$ cat src/rtl/stomp_resolver_if.sv
// Bundle between the game logic and the stomp resolver: frame strobe, player and
// enemy geometry in, per-enemy and player state flags plus event strobes out.
interface stomp_resolver_if #(
  parameter int N_ENEMY = 4,
  parameter int W       = 13,
  parameter int LIVES   = 3
);
  localparam int LW = $clog2(LIVES + 1);

  logic                 frame_tick;
  logic                 clear_all;
  logic [W-1:0]         player_x;
  logic [W-1:0]         player_y;
  logic [W-1:0]         player_y_motion;
  logic [N_ENEMY*W-1:0] enemy_x;
  logic [N_ENEMY*W-1:0] enemy_y;
  logic [N_ENEMY-1:0]   enemy_active;
  logic [N_ENEMY-1:0]   enemy_alive;
  logic [N_ENEMY-1:0]   enemy_squashed;
  logic                 player_hurt;
  logic                 player_dead;
  logic [LW-1:0]        lives;
  logic                 stomp_pulse;
  logic                 hit_pulse;

  modport master (
    output frame_tick, clear_all, player_x, player_y, player_y_motion,
           enemy_x, enemy_y, enemy_active,
    input  enemy_alive, enemy_squashed, player_hurt, player_dead, lives,
           stomp_pulse, hit_pulse
  );

  modport slave (
    input  frame_tick, clear_all, player_x, player_y, player_y_motion,
           enemy_x, enemy_y, enemy_active,
    output enemy_alive, enemy_squashed, player_hurt, player_dead, lives,
           stomp_pulse, hit_pulse
  );
endinterface

$ cat src/rtl/stomp_resolver.sv
// Once per frame, resolves player/enemy contact into stomps (player falling) or
// hits (player not falling), tracking each enemy's life cycle and the player's lives.
module stomp_resolver #(
  parameter int N_ENEMY       = 4,
  parameter int W             = 13,
  parameter int P_SIZE        = 32,
  parameter int E_SIZE        = 32,
  parameter int SQUASH_FRAMES = 30,
  parameter int IFRAMES       = 60,
  parameter int LIVES         = 3
) (
  input logic             Clk,
  input logic             Reset,
  stomp_resolver_if.slave sr
);
  localparam int LW  = $clog2(LIVES + 1);
  localparam int SQW = $clog2(SQUASH_FRAMES + 1);
  localparam int IFW = $clog2(IFRAMES + 1);

  localparam logic [W:0]     P_SZ    = (W+1)'(P_SIZE);
  localparam logic [W:0]     E_SZ    = (W+1)'(E_SIZE);
  localparam logic [SQW-1:0] SQ_LOAD = SQW'(SQUASH_FRAMES);
  localparam logic [SQW-1:0] SQ_ONE  = SQW'(1);
  localparam logic [IFW-1:0] IF_LOAD = IFW'(IFRAMES);
  localparam logic [IFW-1:0] IF_ONE  = IFW'(1);
  localparam logic [LW-1:0]  LV_LOAD = LW'(LIVES);
  localparam logic [LW-1:0]  LV_ONE  = LW'(1);

  typedef enum logic [1:0] {E_IDLE = 2'd0, E_ALIVE = 2'd1, E_SQUASHED = 2'd2, E_DEAD = 2'd3} enemy_state_e;
  typedef enum logic [1:0] {P_ALIVE = 2'd0, P_HURT = 2'd1, P_DEAD = 2'd2} player_state_e;

  enemy_state_e   enemy_q  [N_ENEMY];
  enemy_state_e   enemy_d  [N_ENEMY];
  logic [SQW-1:0] sq_cnt_q [N_ENEMY];
  logic [SQW-1:0] sq_cnt_d [N_ENEMY];
  player_state_e  player_q, player_d;
  logic [IFW-1:0] if_cnt_q, if_cnt_d;
  logic [LW-1:0]  lives_q, lives_d;
  logic           stomp_q, stomp_d, hit_q, hit_d;
  logic           hurt_q, dead_q;
  logic [N_ENEMY-1:0] alive_q, squashed_q;

  logic [W:0]         px_s, py_s;
  logic [W:0]         ex_s [N_ENEMY];
  logic [W:0]         ey_s [N_ENEMY];
  logic [N_ENEMY-1:0] overlap_s, contact_s;
  logic               falling_s, hit_s, stomp_s;

  // Geometry: sums are one bit wider so boxes near the right/bottom edge never wrap.
  always_comb begin
    px_s      = {1'b0, sr.player_x};
    py_s      = {1'b0, sr.player_y};
    falling_s = (sr.player_y_motion != {W{1'b0}}) && !sr.player_y_motion[W-1];
    for (int i = 0; i < N_ENEMY; i++) begin
      ex_s[i]      = {1'b0, sr.enemy_x[i*W +: W]};
      ey_s[i]      = {1'b0, sr.enemy_y[i*W +: W]};
      overlap_s[i] = (px_s < ex_s[i] + E_SZ) && (ex_s[i] < px_s + P_SZ) &&
                     (py_s < ey_s[i] + E_SZ) && (ey_s[i] < py_s + P_SZ);
      // An enemy being despawned this frame takes no part in contact.
      contact_s[i] = overlap_s[i] && sr.enemy_active[i] && (enemy_q[i] == E_ALIVE);
    end
    stomp_s = (player_q != P_DEAD) && falling_s && (|contact_s);
    hit_s   = (player_q == P_ALIVE) && !falling_s && (|contact_s);
  end

  // Next-state for all enemy and player FSMs; clear_all outranks frame_tick.
  always_comb begin
    enemy_d  = enemy_q;
    sq_cnt_d = sq_cnt_q;
    player_d = player_q;
    if_cnt_d = if_cnt_q;
    lives_d  = lives_q;
    stomp_d  = 1'b0;
    hit_d    = 1'b0;
    if (sr.clear_all) begin
      for (int i = 0; i < N_ENEMY; i++) begin
        enemy_d[i]  = E_IDLE;
        sq_cnt_d[i] = {SQW{1'b0}};
      end
    end else if (sr.frame_tick) begin
      for (int i = 0; i < N_ENEMY; i++) begin
        case (enemy_q[i])
          E_IDLE: begin
            if (sr.enemy_active[i]) enemy_d[i] = E_ALIVE;
            else                    enemy_d[i] = E_IDLE;
          end
          E_ALIVE: begin
            if (!sr.enemy_active[i]) begin
              enemy_d[i] = E_IDLE;
            end else if (stomp_s && contact_s[i]) begin
              enemy_d[i]  = E_SQUASHED;
              sq_cnt_d[i] = SQ_LOAD;
            end else begin
              enemy_d[i] = E_ALIVE;
            end
          end
          E_SQUASHED: begin
            if (sq_cnt_q[i] == SQ_ONE) begin
              enemy_d[i]  = E_DEAD;
              sq_cnt_d[i] = {SQW{1'b0}};
            end else begin
              sq_cnt_d[i] = sq_cnt_q[i] - SQ_ONE;
            end
          end
          E_DEAD:  enemy_d[i] = E_DEAD;
          default: enemy_d[i] = E_IDLE;
        endcase
      end
      stomp_d = stomp_s;
      case (player_q)
        P_ALIVE: begin
          if (hit_s) begin
            hit_d = 1'b1;
            if (lives_q == LV_ONE) begin
              player_d = P_DEAD;
              lives_d  = {LW{1'b0}};
            end else begin
              player_d = P_HURT;
              lives_d  = lives_q - LV_ONE;
              if_cnt_d = IF_LOAD;
            end
          end else begin
            player_d = P_ALIVE;
          end
        end
        P_HURT: begin
          if (if_cnt_q == IF_ONE) begin
            player_d = P_ALIVE;
            if_cnt_d = {IFW{1'b0}};
          end else begin
            if_cnt_d = if_cnt_q - IF_ONE;
          end
        end
        P_DEAD:  player_d = P_DEAD;
        default: player_d = P_ALIVE;
      endcase
    end else begin
      stomp_d = 1'b0;
    end
  end

  // State, counters and the registered output flags.
  always_ff @(posedge Clk) begin
    if (Reset) begin
      for (int i = 0; i < N_ENEMY; i++) begin
        enemy_q[i]  <= E_IDLE;
        sq_cnt_q[i] <= {SQW{1'b0}};
      end
      player_q   <= P_ALIVE;
      if_cnt_q   <= {IFW{1'b0}};
      lives_q    <= LV_LOAD;
      stomp_q    <= 1'b0;
      hit_q      <= 1'b0;
      hurt_q     <= 1'b0;
      dead_q     <= 1'b0;
      alive_q    <= {N_ENEMY{1'b0}};
      squashed_q <= {N_ENEMY{1'b0}};
    end else begin
      enemy_q  <= enemy_d;
      sq_cnt_q <= sq_cnt_d;
      player_q <= player_d;
      if_cnt_q <= if_cnt_d;
      lives_q  <= lives_d;
      stomp_q  <= stomp_d;
      hit_q    <= hit_d;
      hurt_q   <= (player_d == P_HURT);
      dead_q   <= (player_d == P_DEAD);
      for (int i = 0; i < N_ENEMY; i++) begin
        alive_q[i]    <= (enemy_d[i] == E_ALIVE);
        squashed_q[i] <= (enemy_d[i] == E_SQUASHED);
      end
    end
  end

  assign sr.enemy_alive    = alive_q;
  assign sr.enemy_squashed = squashed_q;
  assign sr.player_hurt    = hurt_q;
  assign sr.player_dead    = dead_q;
  assign sr.lives          = lives_q;
  assign sr.stomp_pulse    = stomp_q;
  assign sr.hit_pulse      = hit_q;
endmodule

$ cat src/flat_wrapper.sv
// flat-port wrapper written by rule: the top's interface ports become plain ports
module stomp_resolver_flat 
#(
  parameter int N_ENEMY       = 4,
  parameter int W             = 13,
  parameter int P_SIZE        = 32,
  parameter int E_SIZE        = 32,
  parameter int SQUASH_FRAMES = 30,
  parameter int IFRAMES       = 60,
  parameter int LIVES         = 3
)
  (Clk, Reset, sr_frame_tick, sr_clear_all, sr_player_x, sr_player_y, sr_player_y_motion, sr_enemy_x, sr_enemy_y, sr_enemy_active, sr_enemy_alive, sr_enemy_squashed, sr_player_hurt, sr_player_dead, sr_lives, sr_stomp_pulse, sr_hit_pulse);
  stomp_resolver_if #(.N_ENEMY(N_ENEMY), .W(W), .LIVES(LIVES)) sr_i ();
  input logic Clk;
  input logic Reset;
  input wire logic [$bits(sr_i.frame_tick)-1:0] sr_frame_tick;
  input wire logic [$bits(sr_i.clear_all)-1:0] sr_clear_all;
  input wire logic [$bits(sr_i.player_x)-1:0] sr_player_x;
  input wire logic [$bits(sr_i.player_y)-1:0] sr_player_y;
  input wire logic [$bits(sr_i.player_y_motion)-1:0] sr_player_y_motion;
  input wire logic [$bits(sr_i.enemy_x)-1:0] sr_enemy_x;
  input wire logic [$bits(sr_i.enemy_y)-1:0] sr_enemy_y;
  input wire logic [$bits(sr_i.enemy_active)-1:0] sr_enemy_active;
  output wire logic [$bits(sr_i.enemy_alive)-1:0] sr_enemy_alive;
  output wire logic [$bits(sr_i.enemy_squashed)-1:0] sr_enemy_squashed;
  output wire logic [$bits(sr_i.player_hurt)-1:0] sr_player_hurt;
  output wire logic [$bits(sr_i.player_dead)-1:0] sr_player_dead;
  output wire logic [$bits(sr_i.lives)-1:0] sr_lives;
  output wire logic [$bits(sr_i.stomp_pulse)-1:0] sr_stomp_pulse;
  output wire logic [$bits(sr_i.hit_pulse)-1:0] sr_hit_pulse;
  assign sr_i.frame_tick = sr_frame_tick;
  assign sr_i.clear_all = sr_clear_all;
  assign sr_i.player_x = sr_player_x;
  assign sr_i.player_y = sr_player_y;
  assign sr_i.player_y_motion = sr_player_y_motion;
  assign sr_i.enemy_x = sr_enemy_x;
  assign sr_i.enemy_y = sr_enemy_y;
  assign sr_i.enemy_active = sr_enemy_active;
  assign sr_enemy_alive = sr_i.enemy_alive;
  assign sr_enemy_squashed = sr_i.enemy_squashed;
  assign sr_player_hurt = sr_i.player_hurt;
  assign sr_player_dead = sr_i.player_dead;
  assign sr_lives = sr_i.lives;
  assign sr_stomp_pulse = sr_i.stomp_pulse;
  assign sr_hit_pulse = sr_i.hit_pulse;
  stomp_resolver #(.N_ENEMY(N_ENEMY), .W(W), .P_SIZE(P_SIZE), .E_SIZE(E_SIZE), .SQUASH_FRAMES(SQUASH_FRAMES), .IFRAMES(IFRAMES), .LIVES(LIVES)) u_core (.Clk(Clk), .Reset(Reset), .sr(sr_i));
endmodule
$ cat config.mk
export PLATFORM = sky130hd
export DESIGN_NAME = stomp_resolver_flat
export DESIGN_NICKNAME = d
export VERILOG_FILES = /design/src/rtl/stomp_resolver_if.sv /design/src/rtl/stomp_resolver.sv /design/src/flat_wrapper.sv
export SDC_FILE = /design/constraint.sdc
export NUM_CORES = 1
export LEC_CHECK = 0
export ABC_CLOCK_PERIOD_IN_PS = 4600
export BUFFER_PORTS_ARGS = -buffer_cell sky130_fd_sc_hd__buf_2
export CORE_MARGIN = 2
export CORE_UTILIZATION = 40
export DETAILED_ROUTE_END_ITERATION = 8
export GPL_ROUTABILITY_DRIVEN = 0
export SYNTH_ARGS = -nofsm -noshare
export SYNTH_HDL_FRONTEND = slang
export SYNTH_SLANG_ARGS = --single-unit
export TNS_END_PERCENT = 1
$ cat constraint.sdc
create_clock -name Clk -period 4.6 [get_ports Clk]
set_input_delay 0.69 -clock Clk [delete_from_list [all_inputs] [get_ports Clk]]
set_output_delay 0.69 -clock Clk [all_outputs]
set_load 0.02 [all_outputs]
### Word-level counts from Yosys, hierarchy flattened

Cells that the tools add are included.

* bits in registers: 50
* input port bits: 151

* $add $sub $neg: 16
* $lt $le $gt $ge: 16
* equal/unequal tests: 41
* multiplexer cells: 50
* bitwise gates (word level): 3
* reduce and logical (&&, ||, !) cells: 52

Operator list (number)
* $lt A13 B14 Y1: 16
* $add A13 B6 Y14 const B: 10
* $mux W5: 12
* $pmux W5 S2: 4
* $mux W2: 18
* $pmux W2 S4: 4
* $logic_and A1 B1 Y1: 29
* $eq A2 B2 Y1 const B: 14
* $eq A2 B1 Y1 const B: 11
* $eq A5 B1 Y1 const B: 4
* $ne A2 B2 Y1 const B: 10
* $reduce_and A4 Y1: 5
* $sub A5 B1 Y5 const B: 4
* $mux W6: 3
* $mux W8: 2
* $reduce_bool A13 Y1: 1
* $pmux W6 S2: 1
* $logic_not A2 Y1: 5
* $reduce_bool A2 Y1: 5
* $reduce_or A4 Y1: 2
* $eq A6 B1 Y1 const B: 1
* $pmux W2 S3: 1
* $sub A6 B1 Y6 const B: 1
* $mux W1: 5
* 7 further kinds: 10

### Depth between registers and ports, before layout

* depth in word-level cells: 16
* gate-level depth with buffers: 15

### Least setup slack after synthesis

No wires, ideal clock.

* kind: in2reg
* start: input port sr_player_y[9]
* end: register u_core.if_cnt_q[0]
* library setup time: 0.117 ns
* arrival time: 3.570 ns
* required time: 4.483 ns
* path slack: 0.913 ns
* stages: 13
* path through: and4_1 -> nand4_1 -> xor2_1 -> ha_1 -> a21oi_1 -> nand2_1 -> a2111o_1 -> a221oi_2 -> nand4_1 -> nor4_4 -> o41ai_4 -> o31a_2 -> a32o_1

* cells in the longest elaborated chain, start to end: 9
* elaborated cells on any way between the ends: 29
* classes of those cells: add/sub: 1; order compare: 8; eq/ne: 1; reduce/logical: 19

Ends and longest elaborated chain
* start: declaration: RTL line flat_wrapper.sv:19 `input wire logic [$bits(sr_i.player_y)-1:0] sr_player_y;`
* $add A13 B6 Y14 or $lt A13 B14 Y1 (tied branches): RTL line stomp_resolver.sv:58 `(py_s < ey_s[i] + E_SZ) && (ey_s[i] < py_s + P_SZ);`
* $lt A13 B14 Y1 or $logic_and A1 B1 Y1 (tied branches): RTL line stomp_resolver.sv:58, stomp_resolver.sv:57
* $logic_and A1 B1 Y1: RTL line stomp_resolver.sv:58
* $logic_and A1 B1 Y1 (2 in series): RTL line stomp_resolver.sv:60 `contact_s[i] = overlap_s[i] && sr.enemy_active[i] && (enemy_q[i] == E_ALIVE);`
* $reduce_or A4 Y1 (*): RTL line stomp_resolver.sv:63 `hit_s = (player_q == P_ALIVE) && !falling_s && (|contact_s);`
* $logic_and A1 B1 Y1 (*): RTL line stomp_resolver.sv:63
* $ne A2 B1 Y1 (no line) (*)
* $reduce_and A5 Y1 (no line) (*)
* end signal: assignment: RTL line stomp_resolver.sv:150 `if_cnt_q <= {IFW{1'b0}};`
* end signal: assignment: RTL line stomp_resolver.sv:162 `if_cnt_q <= if_cnt_d;`
* end: declaration: RTL line stomp_resolver.sv:37 `logic [IFW-1:0] if_cnt_q, if_cnt_d;`

Mark *: on every way between the ends. The rest lies on a longest branch, timed or not.
A chain may end at the register's enable or synchronous reset.

### Worst setup path in the final report

* start: input port sr_player_y[7]
* end: register u_core.if_cnt_q[0]

The elaborated chain is that of the path after synthesis.

==> impl_table.tex <==
\begin{tabular}{lr}
\hline
Metric & Value \\
\hline
\multicolumn{2}{l}{\textbf{Outcome}} \\
\quad Result of the run & completed \\
\multicolumn{2}{l}{\textbf{Clock tree}} \\
\quad TritonCTS Buffers & 5 \\
\quad Post-cts sizing count & 0 \\
\quad Clock tree from TritonCTS & built \\
\quad Setup bufs post-CTS & 0 \\
\quad Maximum number of buffers from clock root to sink & 2 \\
\quad Worst skew pair latency & 0.29 ns \\
\quad Hold bufs inserted after CTS & 0 \\
\quad Clock tree root buffer cell & sky130\_fd\_sc\_hd\_\_clkbuf\_16 \\
\quad Clock tree sinks & 50 \\
\quad CTS H-Tree Depth & 2 \\
\quad Register clock-pin slew on the reported worst setup and hold paths & 0.07 ns \\
\multicolumn{2}{l}{\textbf{Floorplanning}} \\
\quad Height of the die & 146 um \\
\quad Die outline width & 146 um \\
\quad Starting Density & 0.404 \\
\quad Area of the core & 0.0200 mm2 \\
\quad Row count & 52 \\
\quad Die area & 0.0214 mm2 \\
\quad IO Count & 165 \\
\multicolumn{2}{l}{\textbf{Timing}} \\
\quad RSZ-0062 raised after global routing & no \\
\quad Post-Route Setup TNS & 0 ns \\
\quad Hold violation count in the final report & 0 \\
\quad Least-Margin Pin Slew & 0.900 ns \\
\quad Setup violations, final & 0 \\
\quad Count of pins over their slew limit & 0 \\
\quad Achievable clock frequency & $\sim$250 MHz \\
\quad Min Tclk post-route & about 4 ns \\
\quad Share of the clock period used by the worst path & 0.885 \\
\quad Fin Clk Skew & approximately 0.0065 ns \\
\quad Worst max-slew margin expressed relative to the limit & 0.397 \\
\multicolumn{2}{l}{\textbf{Setup path}} \\
\quad Type of element capturing the critical path & flip-flop \\
\quad Worst path max stage delay & 0.42 ns \\
\quad Kind of cell adding the most delay to the critical path & compound AO/OA/AOI/OAI gates \\
\quad Critical path's slowest cell & sky130\_fd\_sc\_hd\_\_nor4\_4 \\
\quad Crit Path Max Fanout & 9 \\
\quad Terminus of the critical flop-to-flop path & u\_core.if\_cnt\_q[0] \\
\quad Data required time of the worst path & 4.79 ns \\
\quad Cell count of the worst reg-to-reg path & 8 \\
\quad Top cell by count, worst path & sky130\_fd\_sc\_hd\_\_nand4\_1 \\
\quad Crit path buf inv count & 1 \\
\quad Worst reg-to-reg setup slack & $\sim$2.0 ns \\
\quad Kind of start point of the critical path & input pin \\
\quad Startpoint of the worst register-to-register path & u\_core.enemy\_q[0] \\
\quad Instance count on the critical path & 14 \\
\quad Arrival time of the worst setup path & 4.26 ns \\
\quad Type of the worst setup path & input pin to flip-flop \\
\quad Worst path cell trace & buf\_2 -> and4\_1 -> nand4\_1 -> xor2\_1 -> ha\_1 -> a21oi\_1 -> nand2\_1 -> a2111o\_1 -> a221oi\_2 -> nand4\_1 -> nor4\_4 -> o41ai\_4 -> o31a\_2 -> a32o\_1 \\
\multicolumn{2}{l}{\textbf{Worst hold path}} \\
\quad Worst min-delay path class & flip-flop to flip-flop \\
\quad Hold-critical path depth & 2 \\
\quad Worst Hold Launch & u\_core.sq\_cnt\_q[4] \\
\quad Worst Hold Path EP & u\_core.sq\_cnt\_q[4] \\
\multicolumn{2}{l}{\textbf{Synth}} \\
\quad Combinational family with the most area after synthesis & adder cells \\
\quad Post-Syn Area & 0.00810 mm2 \\
\quad Mapped Cells & 1,003 \\
\quad Xor/xnor share of the synthesized area & 0.0727 \\
\quad Most frequently used flop master after synthesis & sky130\_fd\_sc\_hd\_\_dfxtp\_1 \\
\quad Synthesized-area fraction occupied by and/or/nand/nor cells & 0.212 \\
\quad Adder and majority gate portion of the synthesized area & 0.300 \\
\quad Number of warning messages in the yosys log & 0 \\
\quad Post-synthesis area per instance & 8.08 um2 \\
\quad Multiplexer share of the synthesized area & 0.00880 \\
\quad Sequential fraction of the synthesis area & 0.124 \\
\quad Number of nets produced by synthesis & 1,347 \\
\quad Synth Area in Compound Gates & 0.237 \\
\quad Post-synth EDFFs & 0 \\
\quad Unique cell type count in the Yosys netlist & 78 \\
\quad Share of synthesized registers carrying an async set or reset & 0 \\
\quad Seq cells post-synth & 50 \\
\multicolumn{2}{l}{\textbf{Power}} \\
\quad Max IR drop VDD & 0.000145 V \\
\quad Total power & 1480 uW \\
\quad Leak Pwr & 0.00442 uW \\
\quad Cell area power density & between 150 and 200 mW/mm2 \\
\multicolumn{2}{l}{\textbf{Layout}} \\
\quad Commonest cells after routing, fill and taps aside & 193 x sky130\_fd\_sc\_hd\_\_ha\_1, 164 x sky130\_fd\_sc\_hd\_\_buf\_2, 78 x sky130\_fd\_sc\_hd\_\_inv\_1, 75 x sky130\_fd\_sc\_hd\_\_a21oi\_1, 60 x sky130\_fd\_sc\_hd\_\_nor2\_1 \\
\quad Cell area after layout & 0.00940 mm2 \\
\quad Post-layout instance count excluding filler cells & 1,434 \\
\quad P\&R area growth vs syn & 15.9\% \\
\quad Antenna fix cells & 0 \\
\quad Layout cell share with drive strength beyond 1 & 0.176 \\
\quad Number of nets at the end of the flow & 1,507 \\
\quad Number of fillers in the final layout & 2,100 \\
\quad Most common cell after layout, fill and taps aside & sky130\_fd\_sc\_hd\_\_ha\_1 \\
\multicolumn{2}{l}{\textbf{Drt}} \\
\quad Router iterations before antenna repair & 5 \\
\quad Drc violations & 0 \\
\quad Remaining antenna violation count & 0 \\
\quad Via total after detailed routing & 8,008 \\
\quad Total length of routed wires & 23,200 um \\
\quad Drt wl/cell & about 16 um \\
\quad Via density & 5.58 \\
\quad Number of violations reported at the end of detailed-routing iteration 0 & 405 \\
\multicolumn{2}{l}{\textbf{GRT}} \\
\quad Met1 layer usage reported by global route & 0.300 \\
\quad Number of antenna violations at the first check in global routing & 0 \\
\quad Wire length of the first global-routing pass & between 30,000 and 40,000 um \\
\quad Met2 GRT Util & 0.359 \\
\quad Global-route total usage across every layer & 0.215 \\
\quad GR peak layer & met2 \\
\quad Maximum number of pins on one net before global-route repair & 28 \\
\quad Via count of the first global-routing pass & between 7,000 and 8,000 \\
\quad Met3 track utilization from global routing & 0.0241 \\
\quad Aggregate global routing overflow & 0 \\
\multicolumn{2}{l}{\textbf{Flow run}} \\
\quad Max-cap violations & 0 \\
\multicolumn{2}{l}{\textbf{Placement}} \\
\quad IO buf count & around 160 \\
\quad Cell Area, Placed & 0.00924 mm2 \\
\quad Hpwl dp & about 20,000 um \\
\quad Total instance count after detailed placement & between 1,000 and 1,500 \\
\hline
\end{tabular}
## state kept, by name (all words and copies together) (netlist names)
register and cells:
u_core.sr.enemy_squashed 4, u_core.sr.hit_pulse 1, u_core.sq_cnt_q 20, u_core.player_q 2
u_core.enemy_q 8, u_core.sr.player_dead 1, u_core.if_cnt_q 6, u_core.sr.stomp_pulse 1
u_core.sr.enemy_alive 4, u_core.sr.lives 2, u_core.sr.player_hurt 1
## final cells by class
class,count,area (um2),share of cell area
clock buffers,6,139,0.0148
multi-input cells,857,6740,0.717
flip-flops and latches,50,1000,0.107
repair buffers,171,873,0.0930
clock inverters,2,12.5,0.00133
well taps,270,338,0.0360
inverters,78,293,0.0312
## synth_stat cells (7+ instances only)
| library cell | n | area share |
|---|---|---|
| sky130_fd_sc_hd__inv_1 | 78 | 0.036 |
| sky130_fd_sc_hd__nand2_1 | 45 | 0.021 |
| sky130_fd_sc_hd__and3_1 | 20 | 0.015 |
| sky130_fd_sc_hd__a32o_1 | 9 | 0.011 |
| sky130_fd_sc_hd__a21o_1 | 21 | 0.019 |
| sky130_fd_sc_hd__a21oi_1 | 75 | 0.046 |
| sky130_fd_sc_hd__nand4_1 | 24 | 0.019 |
| sky130_fd_sc_hd__o211ai_1 | 10 | 0.0093 |
| sky130_fd_sc_hd__and4_1 | 8 | 0.0086 |
| sky130_fd_sc_hd__dfxtp_1 | 50 | 0.12 |
| sky130_fd_sc_hd__a31oi_1 | 10 | 0.0077 |
| sky130_fd_sc_hd__o21ai_0 | 49 | 0.030 |
| sky130_fd_sc_hd__nand3_1 | 58 | 0.036 |
| sky130_fd_sc_hd__nor4_1 | 11 | 0.0085 |
| sky130_fd_sc_hd__clkbuf_1 | 13 | 0.0060 |
| sky130_fd_sc_hd__and2_1 | 7 | 0.0054 |
| sky130_fd_sc_hd__or3_1 | 7 | 0.0054 |
| sky130_fd_sc_hd__nor2b_1 | 13 | 0.010 |
| sky130_fd_sc_hd__xor2_1 | 40 | 0.043 |
| sky130_fd_sc_hd__nand2b_1 | 31 | 0.024 |
| sky130_fd_sc_hd__xnor2_1 | 22 | 0.024 |
| sky130_fd_sc_hd__a211oi_1 | 12 | 0.011 |
| sky130_fd_sc_hd__o31ai_1 | 9 | 0.0083 |
| sky130_fd_sc_hd__ha_1 | 193 | 0.30 |
| sky130_fd_sc_hd__nor2_1 | 60 | 0.028 |
| sky130_fd_sc_hd__o21a_1 | 17 | 0.016 |
## power breakdown
part / leakage (uW) / internal, uW / switching (uW)
logic: 0.00395 / 279 / 378
registers: 0.000404 / 436 / 2.28
clock network: 0.0000729 / 216 / 163
## stage by stage
stage,util,hold slack (ns),setup WS [ns]
finish,0.469,0.496,0.528
global route,0.469,0.518,0.264
CTS,0.469,0.489,0.535
detailed placement,0.461,0.479,0.264
global placement,0.461,0.471,0.372
floorplan,-,0.449,0.913
## cells by family after synthesis
family	count (synthesis)
compound gates	277
mux	7
xor+xnor	64
fa+ha+maj	195
flops	50
simple gates	314
buf+inv	96
## routing by layer
metal	share of wire	wire, um
met5	0	0
met4	0.018	408
met3	0.044	1020
met2	0.45	10500
met1	0.49	11300
## worst max-delay path by stage
stage / from / to / slack, ns
after floorplan: sr_player_y[9] / u_core.if_cnt_q[0] / 0.91
after global placement: sr_player_y[7] / u_core.if_cnt_q[0] / 0.37
after detailed placement: sr_player_y[7] / u_core.if_cnt_q[0] / 0.26
after CTS: sr_player_y[7] / u_core.if_cnt_q[0] / 0.54
after global routing: sr_player_y[7] / u_core.if_cnt_q[0] / 0.26
final: sr_player_y[7] / u_core.if_cnt_q[0] / 0.53
## worst reg2reg max path: stages, from the launching register on
cell and delay, ns:
sky130_fd_sc_hd__dfxtp_1 0.37, sky130_fd_sc_hd__nand2_1 0.07, sky130_fd_sc_hd__a211o_1 0.27, sky130_fd_sc_hd__a2111oi_1 0.40, sky130_fd_sc_hd__o211ai_1 0.27, sky130_fd_sc_hd__nor3_4 0.36
sky130_fd_sc_hd__o41ai_4 0.14, sky130_fd_sc_hd__o31a_2 0.39, sky130_fd_sc_hd__a32o_1 0.28
Note: power is estimated with default switching activity, not from simulation.
